--- config.mk ---
export PLATFORM = sky130hd
export DESIGN_NAME = updown_sweep_ctrl
export DESIGN_NICKNAME = d
export VERILOG_FILES = /design/src/rtl/updown_sweep_pkg.sv /design/src/rtl/updown_counter_core.sv /design/src/rtl/updown_sweep_ctrl.sv
export SDC_FILE = /design/constraint.sdc
export NUM_CORES = 1
export LEC_CHECK = 0
export CAP_MARGIN = 25
export CORE_AREA = 4 4 58 60
export CTS_CLUSTER_SIZE = 14
export DETAILED_ROUTE_END_ITERATION = 8
export DIE_AREA = 0 0 62 64
export GPL_ROUTABILITY_DRIVEN = 0
export GPL_TIMING_DRIVEN = 0
export PLACE_DENSITY = 0.77
export SYNTH_ARGS = -nofsm -noshare
export SYNTH_HDL_FRONTEND = slang
export SYNTH_SLANG_ARGS = --single-unit
--- constraint.sdc ---
create_clock -name clk -period 2.3 [get_ports clk]
set_input_delay 0.46 -clock clk [delete_from_list [all_inputs] [get_ports clk]]
set_output_delay 0.46 -clock clk [all_outputs]
set_load 0.02 [all_outputs]
--- src/rtl/updown_sweep_pkg.sv ---
// Shared types for the up/down sweep controller: FSM state encoding and direction constants.
// The dwell states exist only when SWEEP_DWELL_EN is defined.
package updown_sweep_pkg;

    typedef enum logic [2:0] {
        IDLE     = 3'd0,
        UP       = 3'd1,
        DOWN     = 3'd2,
        DONE_P   = 3'd3
`ifdef SWEEP_DWELL_EN
        ,
        DWELL_HI = 3'd4,
        DWELL_LO = 3'd5
`endif
    } sweep_state_e;

    localparam logic DIR_UP   = 1'b1;
    localparam logic DIR_DOWN = 1'b0;

endpackage

--- src/rtl/updown_counter_core.sv ---
// Loadable up/down counter stepping by one; load takes priority over the enabled step.
module updown_counter_core
    import updown_sweep_pkg::*;
#(
    parameter int unsigned WIDTH = 3
) (
    input  logic             clk_i,
    input  logic             rst_ni,
    input  logic             load_i,
    input  logic [WIDTH-1:0] load_val_i,
    input  logic             en_i,
    input  logic             up_down_i,
    output logic [WIDTH-1:0] count_o
);

    logic [WIDTH-1:0] count_q;
    logic [WIDTH-1:0] count_d;

    always_comb begin
        count_d = count_q;
        if (load_i) begin
            count_d = load_val_i;
        end else if (en_i) begin
            count_d = (up_down_i == DIR_UP) ? count_q + WIDTH'(1) : count_q - WIDTH'(1);
        end
    end

    always_ff @(posedge clk_i or negedge rst_ni) begin
        if (!rst_ni) begin
            count_q <= '0;
        end else begin
            count_q <= count_d;
        end
    end

    assign count_o = count_q;

endmodule

--- src/rtl/updown_sweep_ctrl.sv ---
// Triangle-sweep sequencer driving updown_counter_core between latched bounds.
// Optional turnaround dwell is built only when SWEEP_DWELL_EN is defined.
module updown_sweep_ctrl
    import updown_sweep_pkg::*;
#(
    parameter int unsigned WIDTH   = 3,
    parameter int unsigned CYC_W   = 4,
    parameter int unsigned DWELL_W = 4
) (
    input  logic               clk,
    input  logic               reset,
    input  logic               start,
    input  logic               abort,
    input  logic [WIDTH-1:0]   lo_bound,
    input  logic [WIDTH-1:0]   hi_bound,
    input  logic [CYC_W-1:0]   num_cycles,
    input  logic [DWELL_W-1:0] dwell,
    output logic [WIDTH-1:0]   count,
    output logic               up_down,
    output logic               busy,
    output logic               done,
    output logic               cfg_err
);

    sweep_state_e     state_q;
    logic [WIDTH-1:0] lo_q;
    logic [WIDTH-1:0] hi_q;
    logic [CYC_W-1:0] ncyc_q;
    logic [CYC_W-1:0] cyc_q;
    logic [CYC_W-1:0] cyc_d;
    logic             busy_q;
    logic             done_q;
    logic             cfg_err_q;
    logic             up_down_q;

    logic             load;
    logic             step_en;
    logic             step_up;
    logic             cfg_ok;
    logic             at_top;
    logic             at_last;
    logic             last_cycle;

`ifdef SWEEP_DWELL_EN
    logic [DWELL_W-1:0] dwell_q;
    logic [DWELL_W-1:0] dcnt_q;
    logic               dwell_end;

    assign dwell_end = (dcnt_q == dwell_q - DWELL_W'(1));
`else
    logic unused_dwell;

    assign unused_dwell = ^dwell;
`endif

    assign cfg_ok     = (lo_bound < hi_bound);
    assign at_top     = (count == hi_q - WIDTH'(1));
    assign at_last    = (count == lo_q + WIDTH'(1));
    assign cyc_d      = cyc_q + CYC_W'(1);
    assign last_cycle = (ncyc_q != '0) && (cyc_d == ncyc_q);

    always_comb begin
        load    = 1'b0;
        step_en = 1'b0;
        step_up = DIR_UP;
        case (state_q)
            IDLE: load = start && cfg_ok;
            UP: begin
                step_en = !abort;
                step_up = DIR_UP;
            end
            DOWN: begin
                step_en = !abort && (count != lo_q);
                step_up = DIR_DOWN;
            end
            default: ;
        endcase
    end

    updown_counter_core #(
        .WIDTH(WIDTH)
    ) u_core (
        .clk_i      (clk),
        .rst_ni     (reset),
        .load_i     (load),
        .load_val_i (lo_bound),
        .en_i       (step_en),
        .up_down_i  (step_up),
        .count_o    (count)
    );

    always_ff @(posedge clk or negedge reset) begin
        if (!reset) begin
            state_q   <= IDLE;
            lo_q      <= '0;
            hi_q      <= '0;
            ncyc_q    <= '0;
            cyc_q     <= '0;
            busy_q    <= 1'b0;
            done_q    <= 1'b0;
            cfg_err_q <= 1'b0;
            up_down_q <= DIR_UP;
`ifdef SWEEP_DWELL_EN
            dwell_q   <= '0;
            dcnt_q    <= '0;
`endif
        end else begin
            done_q    <= 1'b0;
            cfg_err_q <= 1'b0;
            case (state_q)
                IDLE: begin
                    if (start) begin
                        if (cfg_ok) begin
                            lo_q      <= lo_bound;
                            hi_q      <= hi_bound;
                            ncyc_q    <= num_cycles;
                            cyc_q     <= '0;
                            busy_q    <= 1'b1;
                            up_down_q <= DIR_UP;
                            state_q   <= UP;
`ifdef SWEEP_DWELL_EN
                            dwell_q   <= dwell;
                            dcnt_q    <= '0;
`endif
                        end else begin
                            cfg_err_q <= 1'b1;
                        end
                    end
                end
                UP: begin
                    if (abort) begin
                        state_q <= IDLE;
                        busy_q  <= 1'b0;
                    end else if (at_top) begin
`ifdef SWEEP_DWELL_EN
                        if (dwell_q != '0) begin
                            state_q <= DWELL_HI;
                        end else begin
                            state_q   <= DOWN;
                            up_down_q <= DIR_DOWN;
                        end
`else
                        state_q   <= DOWN;
                        up_down_q <= DIR_DOWN;
`endif
                    end
                end
                DOWN: begin
                    if (abort) begin
                        state_q <= IDLE;
                        busy_q  <= 1'b0;
                    end else if (count == lo_q) begin
                        // Final cycle stays in DOWN for the cycle showing lo, so lo is seen busy before done.
                        state_q <= DONE_P;
                        busy_q  <= 1'b0;
                        done_q  <= 1'b1;
                    end else if (at_last) begin
                        cyc_q <= cyc_d;
                        if (!last_cycle) begin
`ifdef SWEEP_DWELL_EN
                            if (dwell_q != '0) begin
                                state_q <= DWELL_LO;
                            end else begin
                                state_q   <= UP;
                                up_down_q <= DIR_UP;
                            end
`else
                            state_q   <= UP;
                            up_down_q <= DIR_UP;
`endif
                        end
                    end
                end
`ifdef SWEEP_DWELL_EN
                DWELL_HI: begin
                    if (abort) begin
                        state_q <= IDLE;
                        busy_q  <= 1'b0;
                        dcnt_q  <= '0;
                    end else if (dwell_end) begin
                        dcnt_q    <= '0;
                        state_q   <= DOWN;
                        up_down_q <= DIR_DOWN;
                    end else begin
                        dcnt_q <= dcnt_q + DWELL_W'(1);
                    end
                end
                DWELL_LO: begin
                    if (abort) begin
                        state_q <= IDLE;
                        busy_q  <= 1'b0;
                        dcnt_q  <= '0;
                    end else if (dwell_end) begin
                        dcnt_q    <= '0;
                        state_q   <= UP;
                        up_down_q <= DIR_UP;
                    end else begin
                        dcnt_q <= dcnt_q + DWELL_W'(1);
                    end
                end
`endif
                DONE_P:  state_q <= IDLE;
                default: state_q <= IDLE;
            endcase
        end
    end

    assign up_down = up_down_q;
    assign busy    = busy_q;
    assign done    = done_q;
    assign cfg_err = cfg_err_q;

endmodule
# After elaboration in Yosys (flattened, before gate mapping)
# Cells that the tools add are included.
# op_classes
addsub	5
magnitude_cmp	1
n_eq_ne	20
n_mux	39
reduce_logical	14
# ops
operator	n
3-bit 2-to-1 mux	11
4-bit 2-to-1 mux	5
1-bit 2-to-1 mux	18
2-bit != test (second input constant)	9
5-bit AND reduction	2
3-bit == test	3
3-bit one-hot mux with 3 select lines	1
9-bit AND reduction	1
4-bit != test (second input constant)	2
4-bit one-hot mux with 2 select lines	1
3-bit by 1-bit adder with 3-bit output (second input constant)	2
3-bit != test (second input constant)	2
1-bit one-hot mux with 3 select lines	2
6-bit AND reduction	1
3-bit by 1-bit subtractor with 3-bit output (second input constant)	2
4-bit by 1-bit adder with 4-bit output (second input constant)	1
4-bit == test	1
2-bit nonzero test	2
4-bit nonzero test	1
3-bit by 1-bit == test with 1-bit output (second input constant)	1
3-bit by 2-bit == test with 1-bit output (second input constant)	1
1-bit logical AND	3
3-bit logical NOT	1
3-bit less-than comparator	1
other kinds (5)	5
# word_totals
register_bits	24
word_cells	89

# Longest topological paths before layout
# logic_depth
ltp_word	8
ltp_mapped	9
mapped_depth_nobuf	8

# Modules after synthesis
# From an unflattened synthesis, not the netlist that was laid out.
# unflattened
hier_cells	142
hier_area_um2	1385.1
# by_module_without_submodules
mod	instances	cells_per_inst	area_per_inst_um2
updown_sweep_ctrl	1	125	1207.4
updown_counter_core	1	17	177.7

# Worst setup path before layout
# No wires, ideal clock.
# synth_timing
kind	input to register
start	input hi_bound[2]
end	register up_down_q, in the netlist up_down
setup_time_ns	0.085
arrival_ns	1.986
path_slack_ns	0.230
cell_stages	7
path_cell_list	inv_1 > ha_1 > nand2b_1 > a211oi_1 > nor2_2 > a2111oi_2 > mux2_1
# synth_between
elab_chain_cells	3
# synth_rtl
element	line_no	rtl
start, declared	updown_sweep_ctrl.sv:15	input logic [WIDTH-1:0] hi_bound,
3-bit less-than comparator	updown_sweep_ctrl.sv:56	assign cfg_ok = (lo_bound < hi_bound);
2-bit != test (no line)	n/a	
9-bit AND reduction (no line)	n/a	
end signal, assigned	updown_sweep_ctrl.sv:102	up_down_q <= DIR_UP;
end signal, assigned	updown_sweep_ctrl.sv:119	up_down_q <= DIR_UP;
end signal, assigned	updown_sweep_ctrl.sv:144	up_down_q <= DIR_DOWN;
end, declared	updown_sweep_ctrl.sv:34	logic up_down_q;
# Every way passes these cells.
# A chain may end at the register's enable or synchronous reset.

# Final worst setup path
# layout_timing
start	input hi_bound[2]
end	register state_q[0]
# layout_between
elab_chain_cells	3
# layout_rtl
element	line_no	rtl
3-bit less-than comparator	updown_sweep_ctrl.sv:56	
2-bit != test (no line)	n/a	
5-bit AND reduction (no line)	n/a	
end signal, assigned	updown_sweep_ctrl.sv:94	state_q <= IDLE;
end signal, assigned	updown_sweep_ctrl.sv:120	state_q <= UP;
end signal, assigned	updown_sweep_ctrl.sv:132	state_q <= IDLE;
end, declared	updown_sweep_ctrl.sv:25	sweep_state_e state_q;
# Every way passes these cells.

==> flow_summary.toml <==
[drt]
wl_per_cell_um = 14.0
drcViolationCount = 0
routed-via-count = 1124
viasPerCell = 5.62
totalWireLength_um = 2810
drt_pass1_iterations = 4
initialDrtViolationCount = 32
ant_nets = 0

[power]
irDropWorstVdd_v = 0.000838
power_switching_share = 0.433
internal-power_mw = 1.23
cellLeakagePower_nw = 0.776
netSwitchingPower_mw = 0.938
areal_power_density_over_the_cells_mw_per_mm2 = 1230
power_frac_clock = 0.087
p_seq_frac = 0.336
share_comb_of_total_power = 0.577

[sta]
fmaxAchievable_mhz = 448
layout_min_cycle_time_ns = 2.23
timing_hold_violations_final = 0
max_slew_margin = 0.678
holdWs_ns = 0.451
rsz0062_at_grt = "no"
clock-skew-final_ns = 0.00720
tightest_slew_ns = 0.482
period_utilization = 0.971
setup_viol = 0
report.final.slew_viol_count = 0

[floorplan]
die-height_um = 64
dieArea_mm2 = 0.00397
num_rows = 20
boundaryPins = 25
floorplan.die.width_um = 62
core_area_mm2 = 0.00293
initial_core_util = 0.491

[global_route]
grt_start_max_net_pins = 17
antenna_found_initial = 0
via_count_of_the_first_global_routing_pass = 1090
grt_use_total = 0.155
grt.overflow.total = 0
grt_first_pass_wirelength_um = 4700

[critical_path]
critPathBufInv = 2
critPathRequiredTime_ns = 2.51
crit_path_cell_trace = "clkdlybuf4s50_1 -> inv_1 -> ha_1 -> nand2b_1 -> a211oi_2 -> nor2_2 -> a221oi_2 -> mux2_1"
cp_top_family = "compound AO/OA/AOI/OAI gates"
worstSetupPathType = "in -> reg"
cpPeakStageDelay_ns = 0.47
critPathLaunchType = "input port"
cp.arrival_ns = 2.44
critical-path-slowest-cell = "sky130_fd_sc_hd__clkdlybuf4s50_1"
largest_driver_fanout_on_the_critical_path = 6
endpoint_kind = "flop"

[clock_network]
cts.sink_count = 23
clock_latency_ns = 0.32
clk_root_buffer_cell = "sky130_fd_sc_hd__clkbuf_4"
number_of_levels_in_the_clock_h_tree = 1
tritoncts = "yes"
buffers_from_clock_root_to_sink_at_most = 2
cts_buffers = 3
clkTransAtPathRegs_ns = 0.13
ctsHoldBuffers = 0

[min_path]
min_path_type = "in -> async"

[run_status]
run_status = "finished, final reports clean"

[synthesis]
share_of_flip_flops_with_an_asynchronous_set_or_reset = 1.00
ys_seq_elements = 23
synthesis.nets = 168
yosys.cell_types.count = 38
synth_edf_count = 0
synthesis.area_per_instance_um2 = 10.3
syn-cell-area_mm2 = 0.00144
postSynthCellCount = 140
yosys_most_used_dff = "sky130_fd_sc_hd__dfrtp_1"
yosysWarningCount = 0
seq_area_frac_synth = 0.401

[place]
place_hpwl_um = 2290
port_buffers = 20

[cells_and_area]
layout.filler_cells = 244
finalNetCount = 196
layout.core_utilization = 0.602
most-common-layout-cells = "sky130_fd_sc_hd__dfrtp_1, sky130_fd_sc_hd__clkdlybuf4s50_1, sky130_fd_sc_hd__inv_1, sky130_fd_sc_hd__o21ai_1, sky130_fd_sc_hd__ha_1"
antenna_cells = 0
area_delta_synth_final_pct = 22.5
layout_commonest_cell = "sky130_fd_sc_hd__dfrtp_1"
post_route_cells_drive_above_1_share = 0.126

[run]
max_capacitance_violation_total = 0
[cell families after synthesis]
group                    Yosys count  synth area share
AND/OR/NAND/NOR                   34             0.121
AO/OA/AOI/OAI                     28             0.133
flip-flops                        23             0.401
XOR/XNOR                          17             0.118
buffers and inverters             16            0.0426
multiplexers                      12            0.0922
adder cells (fa/ha/maj)           10            0.0922
[synthesized netlist by cell type, types with 2 or more instances]
master | count | area, um2
sky130_fd_sc_hd__a21oi_1 | 4 | 20.0
sky130_fd_sc_hd__a22o_1 | 2 | 17.5
sky130_fd_sc_hd__dfrtp_1 | 22 | 551
sky130_fd_sc_hd__ha_1 | 9 | 113
sky130_fd_sc_hd__inv_1 | 14 | 52.6
sky130_fd_sc_hd__mux2_1 | 8 | 90.1
sky130_fd_sc_hd__mux2_2 | 2 | 22.5
sky130_fd_sc_hd__mux2i_1 | 2 | 20.0
sky130_fd_sc_hd__nand2_1 | 8 | 30.0
sky130_fd_sc_hd__nand2b_1 | 3 | 18.8
sky130_fd_sc_hd__nand3_1 | 2 | 10.0
sky130_fd_sc_hd__nand3_2 | 2 | 20.0
sky130_fd_sc_hd__nor2_1 | 8 | 30.0
sky130_fd_sc_hd__nor3_1 | 6 | 30.0
sky130_fd_sc_hd__o21ai_1 | 10 | 50.1
sky130_fd_sc_hd__o31ai_1 | 3 | 22.5
sky130_fd_sc_hd__xnor2_1 | 7 | 61.3
sky130_fd_sc_hd__xor2_1 | 8 | 70.1
[worst register-to-register path: cells and delay by family, from the launching register on]
kind	cells	cell delay [ns]
AO/OA/AOI/OAI	2	0.47
adder cells (fa/ha/maj)	1	0.21
flip-flops	1	0.44
multiplexers	1	0.36
XOR/XNOR	1	0.39
AND/OR/NAND/NOR	2	0.23
[metal layers]
metal / vias up / routed length [um] / global-route usage
met3: 5 / 106 / 0.0202
li1: 540 / - / -
met2: 24 / 1400 / 0.256
met5: - / 0 / 0
met4: 0 / 36 / 0.0477
met1: 555 / 1260 / 0.203
[repair_timing]
| action | CTS | global route |
|---|---|---|
| pin swaps | 1 | 2 |
| endpoints found under the hold margin | 0 | 0 |
| setup endpoints to repair | 6 | 3 |
| buffers inserted | 0 | 2 |
| gates resized for setup | 2 | 2 |
[cell type report]
cell class | instances | area [um2] | share of cell area
Buffer | 2 | 10.0 | 0.00568
Clock buffer | 3 | 22.5 | 0.0128
Clock inverter | 1 | 5.00 | 0.00284
Inverter | 14 | 52.6 | 0.0298
Multi-Input combinational cell | 101 | 812 | 0.461
Sequential cell | 23 | 577 | 0.327
Tap cell | 33 | 41.3 | 0.0234
Timing Repair Buffer | 23 | 243 | 0.138
[through the flow]
step / power [mW] / setup slack [ns] / setup TNS, ns / instances / area (um2)
after floorplan: 1.60 / 0.230 / 0 / 140 / 1440
after global placement: 1.88 / -0.412 / -4.93 / 193 / 1680
after detailed placement: 1.93 / -0.483 / -5.71 / 194 / 1710
after CTS: 2.14 / 0.0240 / 0 / 198 / 1750
after global routing: 2.33 / 0.0142 / 0 / 200 / 1760
final: 2.16 / 0.0656 / 0 / 200 / 1760
[state kept, by name (all words and copies together), names as in the netlist]
signal / flops
cfg_err: 1
state_q: 2
hi_q: 3
u_core.count_o: 3
busy: 1
done: 1
ncyc_q: 4
cyc_q: 4
up_down: 1
lo_q: 3
[worst paths after layout]
check | startpoint | slack, ns | end | cells after the start
setup / recovery | hi_bound[2] | 0.07 | state_q[0] | 8
min in group clk | busy | 0.53 | busy | 2
hold reg to reg | busy | 0.53 | busy | 2
hold / removal | reset | 0.45 | cyc_q[3] | 1
max in group asynchronous | reset | 1.40 | u_core.count_o[1] | 2
setup reg to reg | lo_q[0] | 0.15 | up_down | 7
[power by group through the flow]
stage               sequential [mW]  clock, mW  combinational (mW)
floorplan                     0.759          0               0.842
global placement              0.728          0                1.16
detailed placement            0.738          0                1.20
CTS                           0.728      0.191                1.22
global route                  0.748      0.214                1.37
finish                        0.727      0.189                1.25
(Power assumes the default switching activity.)
